<file path="config.mk">
export PLATFORM = sky130hd
export DESIGN_NAME = vx_tcu_dispatch_seq
export DESIGN_NICKNAME = d
export VERILOG_FILES = /design/src/rtl/VX_tcu_pkg.sv /design/src/rtl/vx_tcu_credit_counter.sv /design/src/rtl/vx_tcu_dispatch_seq.sv
export SDC_FILE = /design/constraint.sdc
export NUM_CORES = 1
export LEC_CHECK = 0
export BUFFER_PORTS_ARGS = -buffer_cell sky130_fd_sc_hd__buf_2
export CAP_MARGIN = 0
export CORE_AREA = 2 2 377 379
export CTS_CLUSTER_DIAMETER = 40
export DETAILED_ROUTE_END_ITERATION = 6
export DIE_AREA = 0 0 379 381
export PLACE_DENSITY = 0.41
export SLEW_MARGIN = 30
export SYNTH_ARGS = -nofsm -noshare
export SYNTH_HDL_FRONTEND = slang
export SYNTH_SLANG_ARGS = --single-unit
</file>
<file path="constraint.sdc">
create_clock -name clk -period 7 [get_ports clk]
set_input_delay 1.05 -clock clk [delete_from_list [all_inputs] [get_ports clk]]
set_output_delay 1.05 -clock clk [all_outputs]
set_load 0.01 [all_outputs]
</file>
<file path="src/rtl/VX_tcu_pkg.sv">
// Shared types and defaults for the TCU dispatch sequencer.
// step_bits() sizes the step field, never narrower than one bit.
package VX_tcu_pkg;

    typedef enum logic {
        IDLE = 1'b0,
        SEQ  = 1'b1
    } tcu_seq_state_e;

    localparam int TCU_MAX_STEPS       = 4;
    localparam int TCU_MAX_OUTSTANDING = 4;
    localparam int TCU_NUM_LANES       = 4;
    localparam int TCU_NW_BITS         = 4;

    function automatic int step_bits(input int n);
        return (n > 1) ? $clog2(n) : 1;
    endfunction

endpackage

</file>
<file path="src/rtl/vx_tcu_credit_counter.sv">
// Purpose: up/down saturating credit pool, initialised full; inc+dec in one cycle is net zero.
// Latency: count updates on the clock edge after inc/dec; empty/full are registered-count decodes.
// Backpressure: none; an inc while full saturates and trips a simulation assertion.
module vx_tcu_credit_counter #(
    parameter int MAX = 4,
    parameter int W   = $clog2(MAX + 1)
) (
    input  logic clk,
    input  logic reset,
    input  logic inc,
    input  logic dec,
    output logic empty,
    output logic full
);

    localparam logic [W-1:0] MAX_V = W'(MAX);
    localparam logic [W-1:0] ONE   = W'(1);

    logic [W-1:0] count;

    always_ff @(posedge clk or negedge reset) begin
        if (!reset) begin
            count <= MAX_V;
        end else if (inc && !dec && !full) begin
            count <= count + ONE;
        end else if (dec && !inc && !empty) begin
            count <= count - ONE;
        end
    end

    assign empty = (count == '0);
    assign full  = (count == MAX_V);

`ifndef SYNTHESIS
    assert property (@(posedge clk) disable iff (!reset) !(inc && !dec && full))
        else $error("credit return with pool already full");
`endif

endmodule

</file>
<file path="src/rtl/vx_tcu_dispatch_seq.sv">
// Purpose: splits one tile-MMA instruction into step-tagged dispatch beats, credit-limited by eop commits.
// Latency: accept at N -> step 0 at N+1, last step at N+nsteps with out_ready high; back-to-back with no bubble.
// Backpressure: out_* held stable while stalled; in_ready needs a credit and idle or a final-beat fire. TCU_DISPATCH_PERF_EN adds stall counters.
module vx_tcu_dispatch_seq
    import VX_tcu_pkg::*;
#(
    parameter int NUM_LANES       = TCU_NUM_LANES,
    parameter int NW_BITS         = TCU_NW_BITS,
    parameter int MAX_STEPS       = TCU_MAX_STEPS,
    parameter int MAX_OUTSTANDING = TCU_MAX_OUTSTANDING,
    parameter int STEP_BITS       = step_bits(MAX_STEPS)
) (
    input  logic                      clk,
    input  logic                      reset,
    input  logic                      in_valid,
    output logic                      in_ready,
    input  logic [NW_BITS-1:0]        in_wid,
    input  logic [NUM_LANES-1:0]      in_tmask,
    input  logic [31:0]               in_pc,
    input  logic [4:0]                in_rd,
    input  logic [43:0]               in_uuid,
    input  logic [STEP_BITS:0]        in_steps,
    input  logic [NUM_LANES*32-1:0]   in_rs1,
    input  logic [NUM_LANES*32-1:0]   in_rs2,
    input  logic [NUM_LANES*32-1:0]   in_rs3,
    output logic                      out_valid,
    input  logic                      out_ready,
    output logic [NW_BITS-1:0]        out_wid,
    output logic [NUM_LANES-1:0]      out_tmask,
    output logic [31:0]               out_pc,
    output logic [4:0]                out_rd,
    output logic [43:0]               out_uuid,
    output logic [NUM_LANES*32-1:0]   out_rs1,
    output logic [NUM_LANES*32-1:0]   out_rs2,
    output logic [NUM_LANES*32-1:0]   out_rs3,
    output logic [STEP_BITS-1:0]      out_step,
    output logic                      out_sop,
    output logic                      out_eop,
    input  logic                      cmt_valid,
    input  logic                      cmt_eop,
    output logic                      busy
`ifdef TCU_DISPATCH_PERF_EN
    ,
    output logic [43:0]               perf_stall_cycles,
    output logic [43:0]               perf_credit_stall
`endif
);

    localparam int SW = STEP_BITS + 1;
    localparam logic [STEP_BITS:0]   MAXS = SW'(MAX_STEPS);
    localparam logic [STEP_BITS:0]   NONE = SW'(1);
    localparam logic [STEP_BITS-1:0] SONE = STEP_BITS'(1);

    typedef struct packed {
        logic [NW_BITS-1:0]      wid;
        logic [NUM_LANES-1:0]    tmask;
        logic [31:0]             pc;
        logic [4:0]              rd;
        logic [43:0]             uuid;
        logic [NUM_LANES*32-1:0] rs1;
        logic [NUM_LANES*32-1:0] rs2;
        logic [NUM_LANES*32-1:0] rs3;
    } hdr_t;

    tcu_seq_state_e       state, state_n;
    logic [STEP_BITS-1:0] step, step_n;
    logic [STEP_BITS:0]   nsteps, nsteps_n, steps_clamped;
    logic                 sop_q, sop_n, eop_q, eop_n;
    hdr_t                 hdr_q, hdr_n, hdr_in;
    logic                 take, out_fire, cred_empty, cred_full;

    assign hdr_in   = {in_wid, in_tmask, in_pc, in_rd, in_uuid, in_rs1, in_rs2, in_rs3};
    assign out_fire = (state == SEQ) && out_ready;
    assign in_ready = reset && !cred_empty && ((state == IDLE) || (out_fire && eop_q));
    // An all-zero thread mask is accepted but swallowed: no beats, no credit.
    assign take     = in_valid && in_ready && (in_tmask != '0);

    always_comb begin
        steps_clamped = in_steps;
        if (in_steps == '0) begin
            steps_clamped = NONE;
        end else if (in_steps > MAXS) begin
            steps_clamped = MAXS;
        end
    end

    always_comb begin
        state_n  = state;
        step_n   = step;
        nsteps_n = nsteps;
        hdr_n    = hdr_q;
        if (out_fire) begin
            if (eop_q) begin
                state_n = IDLE;
            end else begin
                step_n = step + SONE;
            end
        end
        if (take) begin
            state_n  = SEQ;
            step_n   = '0;
            nsteps_n = steps_clamped;
            hdr_n    = hdr_in;
        end
        sop_n = (state_n == SEQ) && (step_n == '0);
        eop_n = (state_n == SEQ) && ({1'b0, step_n} == (nsteps_n - NONE));
    end

    always_ff @(posedge clk or negedge reset) begin
        if (!reset) begin
            state  <= IDLE;
            step   <= '0;
            nsteps <= '0;
            sop_q  <= 1'b0;
            eop_q  <= 1'b0;
            hdr_q  <= '0;
        end else begin
            state  <= state_n;
            step   <= step_n;
            nsteps <= nsteps_n;
            sop_q  <= sop_n;
            eop_q  <= eop_n;
            hdr_q  <= hdr_n;
        end
    end

    vx_tcu_credit_counter #(
        .MAX (MAX_OUTSTANDING)
    ) credit_counter (
        .clk   (clk),
        .reset (reset),
        .inc   (cmt_valid && cmt_eop),
        .dec   (take),
        .empty (cred_empty),
        .full  (cred_full)
    );

    assign out_valid = (state == SEQ);
    assign out_step  = step;
    assign out_sop   = sop_q;
    assign out_eop   = eop_q;
    assign out_wid   = hdr_q.wid;
    assign out_tmask = hdr_q.tmask;
    assign out_pc    = hdr_q.pc;
    assign out_rd    = hdr_q.rd;
    assign out_uuid  = hdr_q.uuid;
    assign out_rs1   = hdr_q.rs1;
    assign out_rs2   = hdr_q.rs2;
    assign out_rs3   = hdr_q.rs3;
    assign busy      = (state == SEQ) || !cred_full;

`ifdef TCU_DISPATCH_PERF_EN
    logic [43:0] stall_cnt, credit_cnt;

    always_ff @(posedge clk or negedge reset) begin
        if (!reset) begin
            stall_cnt  <= '0;
            credit_cnt <= '0;
        end else begin
            if (out_valid && !out_ready) stall_cnt <= stall_cnt + 44'd1;
            if (in_valid && cred_empty)  credit_cnt <= credit_cnt + 44'd1;
        end
    end

    assign perf_stall_cycles = stall_cnt;
    assign perf_credit_stall = credit_cnt;
`endif

endmodule

</file>
; After elaboration in Yosys (flattened, before gate mapping)
; Cells that the tools add are included.
[totals]
ff_bits = 484
output_inout_bits = 480
[classes]
add_sub_neg = 4
magnitude_cmp = 1
n_eq_ne = 2
mux = 11
bitwise = 1
n_reduce_logical = 24
[ops]
columns = cell, n
row1 = $mux 3, 5
row2 = $logic_and 1x1->1, 13
row3 = $logic_not 3->1, 2
row4 = $mux 2, 3
row5 = $sub 3x1->3 const B, 2
row6 = $logic_not 1->1, 4
row7 = $reduce_bool 4->1, 1
row8 = $add 3x1->3 const B, 1
row9 = $eq 2x3->1, 1
row10 = $eq 3x3->1 const B, 1
row11 = $gt 3x3->1 const B, 1
row12 = $mux 1, 3
row13 = $add 2x1->2 const B, 1
row14 = $logic_not 2->1, 1
row15 = $logic_or 1x1->1, 2
row16 = $reduce_bool 2->1, 1
row17 = $not 1->1, 1

; Logic depth before layout (Yosys ltp)
; Gate-level depths: netlist of the first run.
[logic_depth]
word_depth = 10
mapped_depth = 10
mapped_depth_nobuf = 8

; By module
; Synthesis of the first run repeated with hierarchy kept, for this count alone.
[hier_totals]
cells_unflattened = 2074
hier_area_um2 = 18500.2
[modules_own_cells]
columns = mod, instances, cells_per_inst, area_each_um2
row1 = vx_tcu_dispatch_seq, 1, 2051, 18266.3
row2 = vx_tcu_credit_counter, 1, 23, 234.0

; Worst setup path before layout of the first run
; Ideal clock, no wire load.
[synth_path]
path_kind = input -> register
start = input port in_tmask[1]
end = register credit_counter.count[1]
setup_ps = 76
arrival_ps = 3010
required_ps = 6924
setup_slack_ps = 3913
stages = 10
cell_sequence = nor4_1 > or3_1 > buf_2 > buf_2 > buf_2 > nand3_1 > fa_1 > nand2_1 > mux2_1 > o21ai_1
[synth_via]
elab_chain_cells = 6
word_cells_on_any_way = 9
[synth_lines]
columns = item, line
row1 = from (decl), vx_tcu_dispatch_seq.sv:18  ; input logic [NUM_LANES-1:0] in_tmask,
row2 = $reduce_bool 4->1 (*), vx_tcu_dispatch_seq.sv:76  ; assign take = in_valid && in_ready && (in_tmask != '0);
row3 = $logic_and 1x1->1 (*), vx_tcu_dispatch_seq.sv:76
row4 = $logic_not 1->1, vx_tcu_credit_counter.sv:24  ; end else if (inc && !dec && !full) begin
row5 = $logic_and 1x1->1 (2 in series), vx_tcu_credit_counter.sv:24
row6 = $mux 3 or $reduce_bool 2->1 (tied branches), --
row7 = to (signal assigned), vx_tcu_credit_counter.sv:25  ; count <= count + ONE;
row8 = to (signal assigned), vx_tcu_credit_counter.sv:27  ; count <= count - ONE;
row9 = to (decl), vx_tcu_credit_counter.sv:19  ; logic [W-1:0] count;
; Mark *: on every way between the ends. The rest lies on a longest branch, timed or not.
; A chain may end at the register's enable or synchronous reset.

; Worst setup path after layout of the first run
[layout_path]
start = input port reset
end = output port in_ready
[layout_via]
elab_chain_cells = 2
[layout_lines]
columns = item, line
row1 = from (decl), vx_tcu_dispatch_seq.sv:14  ; input logic reset,
row2 = $logic_and 1x1->1 (2 in series), vx_tcu_dispatch_seq.sv:74  ; assign in_ready = reset && !cred_empty && ((state == IDLE) || (out_fire && eop_q));
row3 = to (decl), vx_tcu_dispatch_seq.sv:16  ; output logic in_ready,
; No other way between the ends.

==> results of run 1 <==
[stage by stage]
step / util [%] / worst slack (ns) / hold slack (ns) / power [W] / instance area (µm²)
after global routing: 20.7 / 3.42 / 0.403 / 0.0154 / 29100
after detailed placement: 18.0 / 2.99 / 0.457 / 0.00939 / 25300
after CTS: 20.7 / 3.67 / 0.354 / 0.0148 / 29100
after global placement: 18.0 / 3.02 / 0.452 / 0.00936 / 25300
final: 20.7 / 3.70 / 0.385 / 0.0145 / 29100
after floorplan: - / 3.91 / 0.444 / 0.00683 / 18600
[worst register-to-register path: stages, from the launching register on]
cell and delay (ns):
dfrtp_1 0.46, o311ai_1 0.50, or3_4 0.58, buf_12 0.37, buf_12 0.52, nand2_1 0.43
nand2_1 0.09
[cells in the final DEF, fill, tap and decap left out, types with 5 or more instances in the layout]
cell type and n:
inv_6 7, nand2_1 1428, clkbuf_16 104, dfrtp_1 483, bufinv_16 15, clkinv_2 15
clkbuf_1 10, buf_4 7, buf_2 960, buf_12 8, a21oi_1 5, clkinv_4 10
diode_2 7, o21ai_0 5, clkinvlp_4 11, clkbuf_8 16
[worst min-delay path by stage]
| stage | depth (start not counted) | slack [ns] | to | from |
|---|---|---|---|---|
| floorplan | 2 | 0.44 | nsteps[1] | nsteps[1] |
| global placement | 2 | 0.45 | out_rs1[33] | out_rs1[33] |
| detailed placement | 2 | 0.46 | out_uuid[30] | out_uuid[30] |
| CTS | 1 | 0.35 | out_rs3[18] | reset |
| global route | 1 | 0.40 | out_rs3[2] | reset |
| finish | 1 | 0.39 | out_rs3[8] | reset |
[logic make-up (layout without fill, tap and decap cells)]
kind of cell	Yosys count	count (layout)	synth area share, %
XOR/XNOR	5	5	0.236
adder cells (fa/ha/maj)	2	2	0.175
flip-flops	484	484	65.2
other	0	7	0
AO/OA/AOI/OAI	25	25	0.910
AND/OR/NAND/NOR	1455	1455	29.7
multiplexers	1	1	0.0606
buffers and inverters	111	1172	3.65
[state kept, by name, indices dropped and copies added (netlist names)]
signal and cells:
out_rs3 128, out_uuid 44, out_eop 1, nsteps 3, out_rs1 128, out_pc 32, out_wid 4, out_valid 1
out_rd 5, credit_counter.count 3, out_tmask 4, out_rs2 128, out_step 2, out_sop 1
[per-layer routing]
layer | vias up | track usage (%) | wire (µm)
met3 | 197 | 5.38 | 8910
met1 | 8136 | 13.4 | 34600
met2 | 636 | 20.3 | 43800
met5 | - | 0.472 | 479
met4 | 62 | 5.35 | 3560
li1 | 8322 | - | -
[cell type report]
class | instances | area, µm²
Clock buffer | 130 | 2860
Clock inverter | 64 | 895
Tap cell | 1890 | 2360
Inverter | 1 | 3.75
Sequential cell | 484 | 12100
Antenna cell | 7 | 17.5
Timing Repair Buffer | 977 | 5060
Fill cell | 15900 | 111000
Multi-Input combinational cell | 1488 | 5790
[power by group]
group / total (W) / switching, W / internal, W / leakage [nW]
clock: 0.00523 / 0.00176 / 0.00347 / 1.81
combinational: 0.00441 / 0.00282 / 0.00158 / 8.30
sequential: 0.00482 / 0.000713 / 0.00411 / 6.03
==> impl_metrics.csv, run 1 <==
group,metric,value,unit
status,status,"complete, no violations",
sta,max_slew.worst_pin.slew,1.05,ns
floorplanning,start_util,13.2,%
clocking,ctsResizeCount,0,
sta,setup_violations,0,
global_route,grt-ovfl-total,0,
detailed_routing,drt-initial-drc-count,820,
job,drv_cap,0,
floorplanning,core_area,0.141,mm²
floorplanning,rows,138,
worst_setup_path,worst_ep_arrival_time,2.25,ns
clocking,cts_buffers,104,
worst_setup_path,crit_chain,"buf_8 -> nor3b_1 -> buf_2",
worst_setup_path,critPathSlowestCell,"buf_8",
sta,finalSetupTns,0,ns
synthesis,synth-edff-count,0,
floorplanning,fp.dieW,379,µm
synthesis,synth_seq_area_share,65.2,%
worst_setup_path,end_kind,"output pin",
detailed_routing,wl_per_cell,18.1,µm
synthesis,synth_nets,2567,
worst_setup_path,path_class,"in -> out",
floorplanning,pin_count,962,
floorplanning,die_area,0.144,mm²
detailed_routing,drt-total-wl,91.4,mm
worst_setup_path,start_kind,"input pin",
synthesis,ys.flop_type,"dfrtp_1",
worst_setup_path,worst_r2r_endpoint,"out_rs3[113]",
worst_setup_path,crit_buf_inv,2,
sta,fin_crit_sh,47.2,%
global_route,grt_start_max_net_pins,157,
cells_and_area,num-nets-final,3540,
worst_setup_path,worst_ep_required_time,5.95,ns
placement,place_inst,4839,
pwr,p_leak,16.1,nW
cells_and_area,area_growth,56.7,%
sta,slew_headroom,30.2,%
floorplanning,die_h,381,µm
clocking,clockBufferDepth,3,
worst_setup_path,r2r_slack,3.98,ns
global_route,grt_pass1_vias,17600,
placement,io_buffers,961,
worst_setup_path,crit_path_max_incr_delay,0.51,ns
placement,dp_hpwl,69.6,mm
worst_setup_path,crit_path_end,"in_ready",
synthesis,synth_top_area_share,65.1,%
clocking,cts_sinks,484,
cells_and_area,final_layout_size_suffix_gt1_share,37.1,%
global_route,grt_pass1_wl,128,mm
sta,skew,0.0384,ns
sta,slew_viol_final,0,
worst_hold_path,hold_path_class,"in -> async",
synthesis,syn_avg_cell_area,8.91,µm²
placement,gp_congestion,0.823,
sta,rsz0062_at_grt,"false",
synthesis,ys_seq_elements,484,
clocking,clk_latency,0.71,ns
detailed_routing,drc_errors,0,
synthesis,synth_top_cells_by_count,"1428 x nand2_1, 483 x dfrtp_1, 71 x buf_2, 23 x buf_6, 12 x clkbuf_1",
global_route,grt_usage,12.3,%
clocking,root_buffer,"clkbuf_16",
worst_setup_path,path_max_fanout,87,
synthesis,yosysTopAreaCell,"dfrtp_1",
synthesis,netlist_area,0.0186,mm²
detailed_routing,vias_per_cell,3.44,
worst_setup_path,r2r-start,"credit_counter.count[0]",
worst_setup_path,crit_path_start,"reset",
clocking,htreeDepth,3,
pwr,ir_worst_vdd,0.000201,V
worst_setup_path,path_depth,3,
clocking,cts_tree,"yes",
clocking,postCtsSetupBuffers,0,
detailed_routing,drtPass1Iterations,4,
sta,fmax,303,MHz
cells_and_area,instances_no_fill,5041,
clocking,clk_pin_slew_worst_paths,0.04,ns
sta,hold_violations,0,
synthesis,ys_types,41,
pwr,pwr_density_cell,497,mW/mm²
worst_setup_path,reg2reg_depth,6,
detailed_routing,ant_nets,0,
detailed_routing,vias,17400,
synthesis,netlist_instances,2083,
synthesis,yosysWarnings,0,
sta,layout_min_cycle_time,3.30,ns
clocking,cts.hold.buffers_added,0,
synthesis,synth.area.top_cells,"dfrtp_1 65%, nand2_1 29%, buf_2 1.9%",
global_route,antenna_found_initial,43,
worst_setup_path,critical-path-top-delay-family,"buffers and inverters",
synthesis,async_reset_ff_share,100,%
synthesis,yosysMostFrequentCell,"nand2_1",
Power figures use the tool's default switching activity.
==> run 2, diff against run 1 <==
- ABC_AREA: not set -> 1
- CORE_AREA: 2 2 377 379 -> 2 2 378 380
- DIE_AREA: 0 0 379 381 -> 0 0 380 382
- clock period: 7 -> 3.05 ns (I/O delays scaled with it)
==> run 2 against run 1 <==
Final cell count increased by 9.2%. Final area is 15% higher. Sequential power is 130% higher. Register-to-register slack worse by 3.0 ns. Die area up 0.53%. Synthesized cell count is 0.14% higher. Setup slack got worse by 2.9 ns. Clock-buffer cell count is 5 lower. Clock power is 110% higher. Largest cell class unchanged. Sequential share of layout area shrank 5.4 points. Power increased by 130%. Critical path depth unchanged.
==> impl_metrics.csv, run 2 <==
group,metric,value,unit
status,status,"complete, no violations",
pwr,pwr-share-seq,33.9,%
global_route,grt_pass1_vias,19900,
synthesis,synth_seq_area_share,64.7,%
worst_setup_path,path_class,"reg -> out",
floorplanning,pin_count,962,
global_route,grt_start_max_net_pins,129,
worst_setup_path,start_kind,"flip-flop",
cells_and_area,fillers,15600,
synthesis,synth.area.top_cells,"dfrtp_1 65%, nand2_1 29%, buf_6 3.0%",
global_route,grt_pass1_wl,129,mm
sta,hold_violations,0,
sta,layout_min_cycle_time,2.27,ns
global_route,antenna_found_initial,8,
sta,fmax,441,MHz
sta,max_slew.worst_pin.slew,0.891,ns
worst_setup_path,path_max_fanout,4,
pwr,ir_worst_vdd,0.000421,V
clocking,htreeDepth,3,
global_route,grt_busiest_layer,"met2",
clocking,cts_sinks,484,
floorplanning,core_area,0.141,mm²
synthesis,synth_top_cells_by_count,"1446 x nand2_1, 483 x dfrtp_1, 50 x buf_2, 50 x buf_6, 16 x inv_1",
sta,rsz0062_at_grt,"false",
worst_setup_path,crit_chain,"nand3_1 -> or2_2 -> buf_2",
cells_and_area,final_layout_size_suffix_gt1_share,32.6,%
clocking,clk_pin_slew_worst_paths,0.05,ns
job,drv_cap,0,
clocking,root_buffer,"clkbuf_16",
worst_setup_path,path_depth,3,
sta,finalSetupTns,0,ns
sta,skew,0.0160,ns
synthesis,yosysTopAreaCell,"dfrtp_1",
worst_setup_path,crit_path_max_incr_delay,0.57,ns
worst_setup_path,critPathSlowestCell,"dfstp_2",
synthesis,synth-edff-count,0,
floorplanning,rows,138,
detailed_routing,vias_per_cell,3.45,
cells_and_area,area_growth,78.6,%
synthesis,synth_top_area_share,64.6,%
placement,gp_congestion,0.872,
synthesis,ys_types,27,
detailed_routing,drt-total-wl,87.9,mm
synthesis,netlist_instances,2086,
placement,dp_hpwl,64.7,mm
clocking,cts_buffers,97,
cells_and_area,num-nets-final,4016,
global_route,use_met1,14.9,%
pwr,p_leak,18.1,nW
floorplanning,fp.dieW,380,µm
sta,hold_ws,0.0867,ns
floorplanning,die_area,0.145,mm²
detailed_routing,drtPass1Iterations,5,
global_route,grt.met3_usage,3.15,%
detailed_routing,drc_errors,0,
floorplanning,die_h,382,µm
clocking,clockBufferDepth,3,
synthesis,synth_nets,2570,
global_route,grt-ovfl-total,0,
worst_hold_path,hold_path_class,"in -> reg",
synthesis,ys_seq_elements,484,
pwr,p_comb_share,32.7,%
sta,slew_viol_final,0,
detailed_routing,wl_per_cell,16.0,µm
synthesis,yosysMostFrequentCell,"nand2_1",
pwr,p_clk_share,33.4,%
synthesis,async_reset_ff_share,100,%
pwr,switchingPower,0.0119,W
synthesis,syn_avg_cell_area,8.97,µm²
worst_setup_path,reg2reg_depth,8,
pwr,switching_share,36.6,%
cells_and_area,layout_common_cells,"1446 x nand2_1, 960 x buf_2, 483 x dfrtp_1",
synthesis,netlist_area,0.0187,mm²
sta,slew_headroom,40.6,%
global_route,grt_use_met2,19.3,%
worst_hold_path,hold_depth,3,
worst_setup_path,end_kind,"output pin",
clocking,cts_tree,"yes",
sta,fin_crit_sh,74.4,%
clocking,clk_latency,0.68,ns
clocking,ctsResizeCount,0,
detailed_routing,drt-initial-drc-count,890,
worst_setup_path,critical-path-top-delay-family,"flip-flops",
pwr,pwr_density_cell,975,mW/mm²
worst_setup_path,worst_ep_arrival_time,1.81,ns
worst_setup_path,worst_ep_required_time,2.59,ns
sta,setup_violations,0,
cells_and_area,final_common_cell,"nand2_1",
worst_setup_path,crit_buf_inv,1,
synthesis,ys.flop_type,"dfrtp_1",
floorplanning,start_util,13.3,%
synthesis,yosysWarnings,0,
detailed_routing,vias,19000,
global_route,grt_usage,11.7,%
placement,io_buffers,961,
detailed_routing,ant_nets,0,
pwr,p_int,0.0207,W
-- run 2: cell count changes after synthesis, sizes merged, moves of 3 or more --
cell	previous run	this run
inv	1	18
nor2	4	7
nand2b	3	0
a21oi	5	0
o21ai	6	1
nand3	2	12
xnor2	4	0
nor3b	3	0
clkbuf	12	2
buf	98	103
nand2	1428	1448
-- run 2: stage by stage --
stage / util [%] / worst slack (ns) / power, W / cell area, µm² / std cells
2_1_floorplan: - / 1.24 / 0.0160 / 18700 / 2086
3_3_place_gp: 18.1 / 0.709 / 0.0214 / 25600 / 4873
3_5_place_dp: 18.1 / 0.704 / 0.0215 / 25600 / 4873
4_1_cts: 23.7 / 0.671 / 0.0332 / 33400 / 5501
5_1_grt: 23.7 / 0.675 / 0.0347 / 33400 / 5501
6_report: 23.7 / 0.780 / 0.0326 / 33400 / 5504
-- run 2: worst paths after layout --
path                                              start      endpoint  slack, ns
worst max-delay path            credit_counter.count[2]          busy       0.78
worst min-delay path                         in_rs3[48]   out_rs3[48]       0.09
worst max register to register                out_valid   out_rs2[53]       1.01
worst min register to register              out_rs2[87]   out_rs2[87]       0.47
max in group asynchronous                         reset    out_rs1[5]       1.17
min in group asynchronous                         reset  out_uuid[29]       0.22
-- run 2: worst reg2reg max path, cell delays in order, from the launching register on --
cell     delay (ns)
dfrtp_1        0.44
nand2_1        0.15
nand2_2        0.10
nor2_8         0.15
nand2_8        0.13
buf_12         0.22
buf_12         0.53
nand2_1        0.14
nand2_1        0.07
-- run 2: area by class of cell --
class	instances	area, µm²	area share [%]
repair buffers	1452	9820	29.4
diodes	3	7.51	0.0225
clock inverters	53	666	1.99
clock buffers	125	2700	8.06
flip-flops and latches	484	12100	36.2
multi-input cells	1479	5680	17.0
well taps	1890	2360	7.07
inverters	18	83.8	0.251
-- run 2: logic make-up (layout without fill, tap and decap cells) --
kind of cell,count (synthesis),in the layout,synth area share (%)
flip-flops,484,484,64.7
AND/OR/NAND/NOR,1472,1472,29.9
buffers and inverters,123,1648,5.00
other,0,3,0
adder cells (fa/ha/maj),2,2,0.174
XOR/XNOR,2,2,0.0936
AO/OA/AOI/OAI,3,3,0.127
-- run 2: metal layers --
metal | up-vias | wire length [µm]
li1 | 9197 | -
met1 | 9027 | 38200
met2 | 647 | 41800
met3 | 126 | 5630
met4 | 6 | 2160
met5 | - | 39
-- run 2: power by group through the flow --
stage	logic [W]	registers, W	clock network [W]
finish	0.0107	0.0111	0.0109
global route	0.0117	0.0114	0.0115
CTS	0.0109	0.0111	0.0112
detailed placement	0.0104	0.0111	0
global placement	0.0103	0.0111	0
floorplan	0.00359	0.0124	0
-- run 2: what timing repair did --
item,CTS,global route
setup buffers,0,0
hold buffers,450,0
hold endpoints to repair,533,0
